--- src/rtl/pipe_pkg.sv ---
// rtl/pipe_pkg.sv - shared constants and FSM encoding for the pipe_hold register bank
package pipe_pkg;

    localparam logic [31:0] NOP_INSTR = 32'h0;
    localparam int          FUNC_W    = 15;
    localparam int          REG_W     = 5;

    typedef enum logic [1:0] {
        RUN    = 2'd0,
        DSTALL = 2'd1,
        BSTALL = 2'd2
    } state_t;

endpackage

--- src/rtl/sat_cnt.sv ---
// rtl/sat_cnt.sv - saturating up-counter with synchronous clear and increment enable
module sat_cnt #(
    parameter int             W       = 4,
    parameter logic [W-1:0]   MAX_VAL = '1
) (
    input  logic         clk,
    input  logic         clr,
    input  logic         inc,
    output logic [W-1:0] q
);

    logic [W-1:0] r_q;

    always_ff @(posedge clk) begin
        if (clr) begin
            r_q <= '0;
        end else if (inc && (r_q != MAX_VAL)) begin
            r_q <= r_q + 1'b1;
        end
    end

    assign q = r_q;

endmodule

--- src/rtl/pipe_hold.sv ---
// rtl/pipe_hold.sv - IF/ID and ID/EX register bank enforcing hazard stalls
// Optional stall performance counters are built when PIPE_HOLD_PERF_EN is defined.
module pipe_hold
    import pipe_pkg::*;
#(
    parameter int MAX_STALL = 4,
    parameter int CNT_W     = 16
) (
    input  logic              clk,
    input  logic              rst,
    input  logic              IFstall,
    input  logic              IDstall,
    input  logic [31:0]       IFinstr,
    input  logic [31:0]       IFpc,
    input  logic [FUNC_W-1:0] IDfunc,
    input  logic              IDRegWr,
    input  logic [REG_W-1:0]  IDrw,
    output logic              PCwrite,
    output logic [31:0]       IDinstr,
    output logic [31:0]       IDpc,
    output logic [FUNC_W-1:0] EXfunc,
    output logic              EXRegWr,
    output logic [REG_W-1:0]  EXrw,
`ifdef PIPE_HOLD_PERF_EN
    output logic [CNT_W-1:0]  data_stalls,
    output logic [CNT_W-1:0]  branch_stalls,
`endif
    output logic              stall_err
);

    localparam int RUN_W = $clog2(MAX_STALL + 2);

    logic              w_ds;
    logic              w_bs;
    logic              w_stall;
    logic              w_err_set;
    logic [RUN_W-1:0]  w_run_cnt;
    state_t            r_state;
    state_t            w_next;

    logic [31:0]       r_id_instr;
    logic [31:0]       r_id_pc;
    logic [FUNC_W-1:0] r_ex_func;
    logic              r_ex_regwr;
    logic [REG_W-1:0]  r_ex_rw;
    logic              r_err;

    // A data stall outranks a branch stall when both are raised.
    assign w_ds    = IDstall;
    assign w_bs    = IFstall & ~IDstall;
    assign w_stall = w_ds | w_bs;
    assign PCwrite = ~rst & ~IFstall & ~IDstall;

    always_ff @(posedge clk) begin
        if (rst) begin
            r_state <= RUN;
        end else begin
            r_state <= w_next;
        end
    end

    always_comb begin
        w_next = RUN;
        if (w_ds) begin
            w_next = DSTALL;
        end else if (w_bs) begin
            w_next = BSTALL;
        end
    end

    sat_cnt #(
        .W       (RUN_W),
        .MAX_VAL (RUN_W'(MAX_STALL + 1))
    ) u_run_cnt (
        .clk (clk),
        .clr (rst | ~w_stall),
        .inc (w_stall),
        .q   (w_run_cnt)
    );

    // Any run already counted means the previous cycle stalled, so r_state is not RUN.
    assign w_err_set = w_stall && (w_run_cnt >= RUN_W'(MAX_STALL))
                       && ((MAX_STALL == 0) || (r_state != RUN));

    always_ff @(posedge clk) begin
        if (rst) begin
            r_id_instr <= '0;
            r_id_pc    <= '0;
            r_ex_func  <= '0;
            r_ex_regwr <= 1'b0;
            r_ex_rw    <= '0;
            r_err      <= 1'b0;
        end else begin
            if (w_ds) begin
                r_ex_func  <= '0;
                r_ex_regwr <= 1'b0;
                r_ex_rw    <= '0;
            end else begin
                if (w_bs) begin
                    r_id_instr <= NOP_INSTR;
                end else begin
                    r_id_instr <= IFinstr;
                    r_id_pc    <= IFpc;
                end
                r_ex_func  <= IDfunc;
                r_ex_regwr <= IDRegWr;
                r_ex_rw    <= IDrw;
            end
            if (w_err_set) begin
                r_err <= 1'b1;
            end
        end
    end

    assign IDinstr   = r_id_instr;
    assign IDpc      = r_id_pc;
    assign EXfunc    = r_ex_func;
    assign EXRegWr   = r_ex_regwr;
    assign EXrw      = r_ex_rw;
    assign stall_err = r_err;

`ifdef PIPE_HOLD_PERF_EN
    sat_cnt #(.W(CNT_W)) u_data_stalls (
        .clk (clk),
        .clr (rst),
        .inc (w_ds),
        .q   (data_stalls)
    );

    sat_cnt #(.W(CNT_W)) u_branch_stalls (
        .clk (clk),
        .clr (rst),
        .inc (w_bs),
        .q   (branch_stalls)
    );
`else
    if (CNT_W < 1) begin : g_cnt_w_invalid
    end
`endif

endmodule

--- config.mk ---
export PLATFORM = sky130hd
export DESIGN_NAME = pipe_hold
export DESIGN_NICKNAME = d
export VERILOG_FILES = /design/src/rtl/pipe_pkg.sv /design/src/rtl/sat_cnt.sv /design/src/rtl/pipe_hold.sv
export SDC_FILE = /design/constraint.sdc
export NUM_CORES = 1
export LEC_CHECK = 0
export ABC_CLOCK_PERIOD_IN_PS = 1400
export CAP_MARGIN = 40
export CORE_UTILIZATION = 38
export CTS_CLUSTER_SIZE = 8
export DETAILED_ROUTE_END_ITERATION = 16
export PLACE_DENSITY = 0.8
export SYNTH_ARGS = -nofsm -noshare
export SYNTH_HDL_FRONTEND = slang
export SYNTH_SLANG_ARGS = --single-unit
--- constraint.sdc ---
create_clock -name clk -period 1.4 [get_ports clk]
set_clock_uncertainty 0.2 [all_clocks]
set_input_delay 0.21 -clock clk [delete_from_list [all_inputs] [get_ports clk]]
set_output_delay 0.21 -clock clk [all_outputs]
set_load 0.1 [all_outputs]
Word-level counts from Yosys, hierarchy flattened
Cells that the tools add are included.

operators by class
  bitwise operators = 10
  eq/ne operators = 1
  magnitude comparators = 1
  add/subtract/negate cells = 1
  reductions and logical operators = 6
  multiplexer cells = 3

operators with widths
  cell                 number
  $mux 32              1
  $not 1->1            5
  $add 3x1->3 const B  1
  $and 1x1->1          3
  $ge 3x3->1 const B   1
  $logic_and 1x1->1    3
  $ne 3x3->1 const B   1
  $mux 2               1
  $or 1x1->1           2
  $reduce_and 2->1     1
  $reduce_bool 2->1    1
  $reduce_or 2->1      1
  $mux 1               1

storage, ports and cells
  output and inout port bits = 87
  bits in registers = 91
  input bits = 89

Longest topological paths before layout
  depth in word-level cells = 5
  gate-level depth with buffers = 4
  mapped depth without buffers = 4

By module
A second synthesis with hierarchy kept.

unflattened totals
  cells, all modules = 289
  area, all modules = 3146.8 µm²

by module, submodules not included
  module     cells an instance  seq. area each (µm²)  area an instance (µm²)  times used
  pipe_hold  273                1761.7                2964.1                  1
  sat_cnt    16                 60.1                  182.7                   1

Least setup slack after synthesis
OpenSTA, ideal clock, no wires.

  kind = register to register
  start = reg, netlist name IDpc[0]
  end = reg r_id_pc[0], in the netlist IDpc[0]
  slack = -0.147 ns
  clock period less this slack = 1.547 ns
  arrival time = 1.276 ns
  cell stages (with the launch flop) = 3
  buffers on the path = 0
  data required time = 1.129 ns
  cell sequence = dfxtp_1 > o21ai_0 > a21oi_1

RTL lines
  item                  line              source
  to (signal assigned)  pipe_hold.sv:103  r_id_pc <= IFpc;
  to (decl)             pipe_hold.sv:42   logic [31:0] r_id_pc;

Worst setup path in the final report
  start = in rst
  end = out PCwrite

between the ends
  word-level cells in the longest chain between the ends = 3

RTL lines
  item                       line             source
  from (decl)                pipe_hold.sv:10  input logic rst,
  $not 1->1                  pipe_hold.sv:52  assign PCwrite = ~rst & ~IFstall & ~IDstall;
  $and 1x1->1 (2 in series)  pipe_hold.sv:52
  to (decl)                  pipe_hold.sv:18  output logic PCwrite,

Every way passes these cells.

==> impl_results.md <==
- Outcome: finished clean
- Antenna diode count: 0
- Drt first pass iters: 4
- CTS max path bufs: 2
- Power Dens Cells: ~1100 nW/um^2
- CP startpoint: rst
- Footprint of the multi-input gates: 1160 um^2
- Nets: 553
- Sequential group share of total power: 43.1%
- Die Span Y: between 90 and 100 um
- Vias per std cell: 4.85
- Busiest layer in global routing: met2
- Final hold violation count: 0
- Syn_area_per_cell: 10.8 um^2
- Worst EP arrival: 950 ps
- Worst hold path type: in2reg
- Hold endpoint: IDpc[17]$_SDFFE_PP0P_
- Initial drt markers: 86
- Slowest CP cell: nor3_4
- GR Layer Usage met2: about two fifths
- FF+latch area: 1900 um^2
- Final worst slack: 39.0 ps
- Final Cycle Share: 97.2%
- Vias: 2757
- Clock sinks: 91
- Post-placement worst setup slack: -154 ps
- Slew Limit Fails: 0
- Clock-pin slew on the worst setup and hold paths: roughly 90 ps
- GR Util All Layers: 21.0%
- TritonCTS clock tree: done
- Total wire length: approximately 8600 um
- Largest net degree at the start of global routing: 34
- Yosys warns: 0
- MaxCap Viol Count: 0
- Layout overhead on the synthesized area: 99.1%
- # DRC: 0
- Slowest stage delay, CP: roughly 250 ps
- Cell area after synthesis: 3110 um^2
- Hpwl dp: 6660 um
- Sw power: between 2 and 2.5 mW
- Clk pwr share: approximately 31%
- Element type at the critical path end: output pin
- Minimum clock period: between 1000 and 1500 ps
- Fillers: 493
- Final setup viols: 0
- Reg-to-Reg Start: u_run_cnt.q[0]$_SDFFE_PP0P_
- Setup TNS: 0 ps
- Post-Synthesis Cells: 287
- Root Buffer: clkbuf_8
- Final ANT Viol Nets: 0
- RR Endpoint: u_run_cnt.q[1]$_SDFFE_PP0P_
- Layout cell share with drive strength beyond 1: a little over two fifths
- Non-filler instance count after layout: 569
- Core Region: 7810 um^2
- Critical path cell sequence: buf_2 > buf_4 > nor3_4 > buf_12
- Buf+Inv Stages, Crit Path: 3
- WL per Instance: 15.1 um
- Met1 GRT Util: between 20% and 30%
- CTS buffer count: 9
- Maximum vdd drop: 0.826 mV
- Net Sw Frac: between 30% and 40%
- RSZ-0062 raised after global routing: false
- CP startpoint kind: input port
- Worst path top cell family by delay: buffers and inverters
- Top-area cell type share of the netlist area: 58.5%
- Area contributors post-synth: dfxtp_1 (59%), a22o_1 (9.0%), or3b_1 (7.3%)
- Yosys top cell by area: dfxtp_1
- Row count: 32
- Combinational Power Share: 26.3%
- Vias in the first global route: 2809
- Internal power: 4.52 mW
- Syn Nets: 378
- Worst R2R Path Depth: 3
- WHS Path Cells: 3
- Worst hold start: rst
- Skew-Pair Late Insertion Delay: around 340 ps
- Sequential-to-total area share from yosys stat: about 59%
- Placed cells: approximately 550
- H-tree depth: 3
- GR met3 Demand/Resource: under 10%
- Routability cong.: slightly above 0.7
- PortBufs: 175
- Worst rel slew slack: 82.5%
- Slew @ Worst Pin: 262 ps
- Final hold slack: 22.1 ps
- Die width: 92.5 um
- Antenna violations before repair: 0
- DIE AREA: around 8600 um^2
- Crit-path max FO: 11
- CP Data Required Time: between 900 and 1000 ps
- R2R Setup Slk: approximately 70 ps
- Synth cell types: 24
- Io pins: 176
- First-pass GRT wire length: 14100 um
- Crit path kind: in2out
- Leakage: 2.42 nW
- Grt total ovfl: 0
- Initial core utilization: about two fifths
- Max Freq: 735 MHz
- Seq cells post-synth: 91
==> power by group through the flow <==
stage,logic [mW],registers (mW),clock network [mW]
after floorplan,0.235,3.57,0
after global placement,1.69,2.88,0
final,1.72,2.82,2.00
after global routing,1.78,2.84,2.17
after detailed placement,1.72,2.88,0
after CTS,1.73,2.82,2.06
==> logic make-up after synthesis <==
kind of cell / share of synthesized area, %
compound gates: 20.7
flops: 58.5
fa+ha+maj: 0.804
buf+inv: 4.82
simple gates: 15.1
==> cell type report <==
class                           count  share of cell area, %
Sequential cell                    91                   30.7
Inverter                            2                  0.121
Multi-Input combinational cell    167                   18.7
Clock buffer                       10                   2.22
Tap cell                          102                   2.06
Timing Repair Buffer              191                   44.7
Clock inverter                      6                   1.53
==> registers in the layout (all words and copies together) (netlist names) <==
signal,count
EXRegWr,1
EXfunc,15
EXrw,5
IDinstr,32
IDpc,32
r_state,2
stall_err,1
u_run_cnt.q,3
==> layer usage <==
layer / vias up / wire (um)
met4: 0 / 61
met2: 91 / 4730
met5: - / 0
met3: 8 / 549
met1: 1284 / 3280
li1: 1374 / -
==> how the worst max path moves through the flow <==
stage,cells after the start,end,slack (ps)
final,4,PCwrite,40
after floorplan,3,IDinstr[22]$_SDFFE_PP0N_,80
after detailed placement,3,IDpc[26]$_SDFFE_PP0P_,-150
after CTS,4,PCwrite,40
after global routing,3,u_run_cnt.q[1]$_SDFFE_PP0P_,5
after global placement,3,EXfunc[1]$_SDFF_PP0_,-180
==> Yosys cell counts, drive strengths merged <==
library cell / n
dfxtp: 91
a21oi: 33
a22o: 32
o21ai: 32
or3b: 32
and2: 22
buf: 14
clkbuf: 13
nor2: 3
a211oi: 2
a21o: 2
ha: 2
inv: 2
nand3: 2
and3b: 1
nor2b: 1
nor3: 1
nor4: 1
o221ai: 1
==> cell usage in the layout, fill, tap and decap left out, types with 2 or more instances in the layout <==
cell	synthesis	routed
dfxtp_2	0	66
a21o_1	2	2
bufinv_16	0	2
clkbuf_8	0	10
or3b_1	26	26
or3b_2	6	6
buf_12	0	90
inv_6	0	2
a21oi_1	33	33
clkdlybuf4s50_1	0	85
nand3_1	2	2
a22o_1	32	32
and2_1	22	22
buf_4	0	12
dfxtp_1	91	25
inv_1	2	2
o21ai_1	6	6
nor2_1	3	3
clkinv_4	0	2
o21ai_0	26	26
buf_2	8	3
==> tightest hold or removal path, cell delays in order <==
cell and delay (ps):
buf_2 90, buf_4 180, a21oi_1 50
==> metrics by stage <==
step                      power [mW]  cell area [um^2]  utilization, %
after floorplan                 3.80              3200               -
after global placement          4.57              5930            75.9
after detailed placement        4.60              5940            76.0
after CTS                       6.61              6190            79.2
after global routing            6.79              6200            79.4
final                           6.54              6200            79.4
==> repair_timing <==
action                                  CTS  global route
gates resized for setup                   0             3
hold buffers                              1             0
pin swaps                                 1             0
endpoints found under the setup margin    1             3
endpoints found under the hold margin     1             0
setup buffers                             1             0
Note: power is estimated with default switching activity, not from simulation.
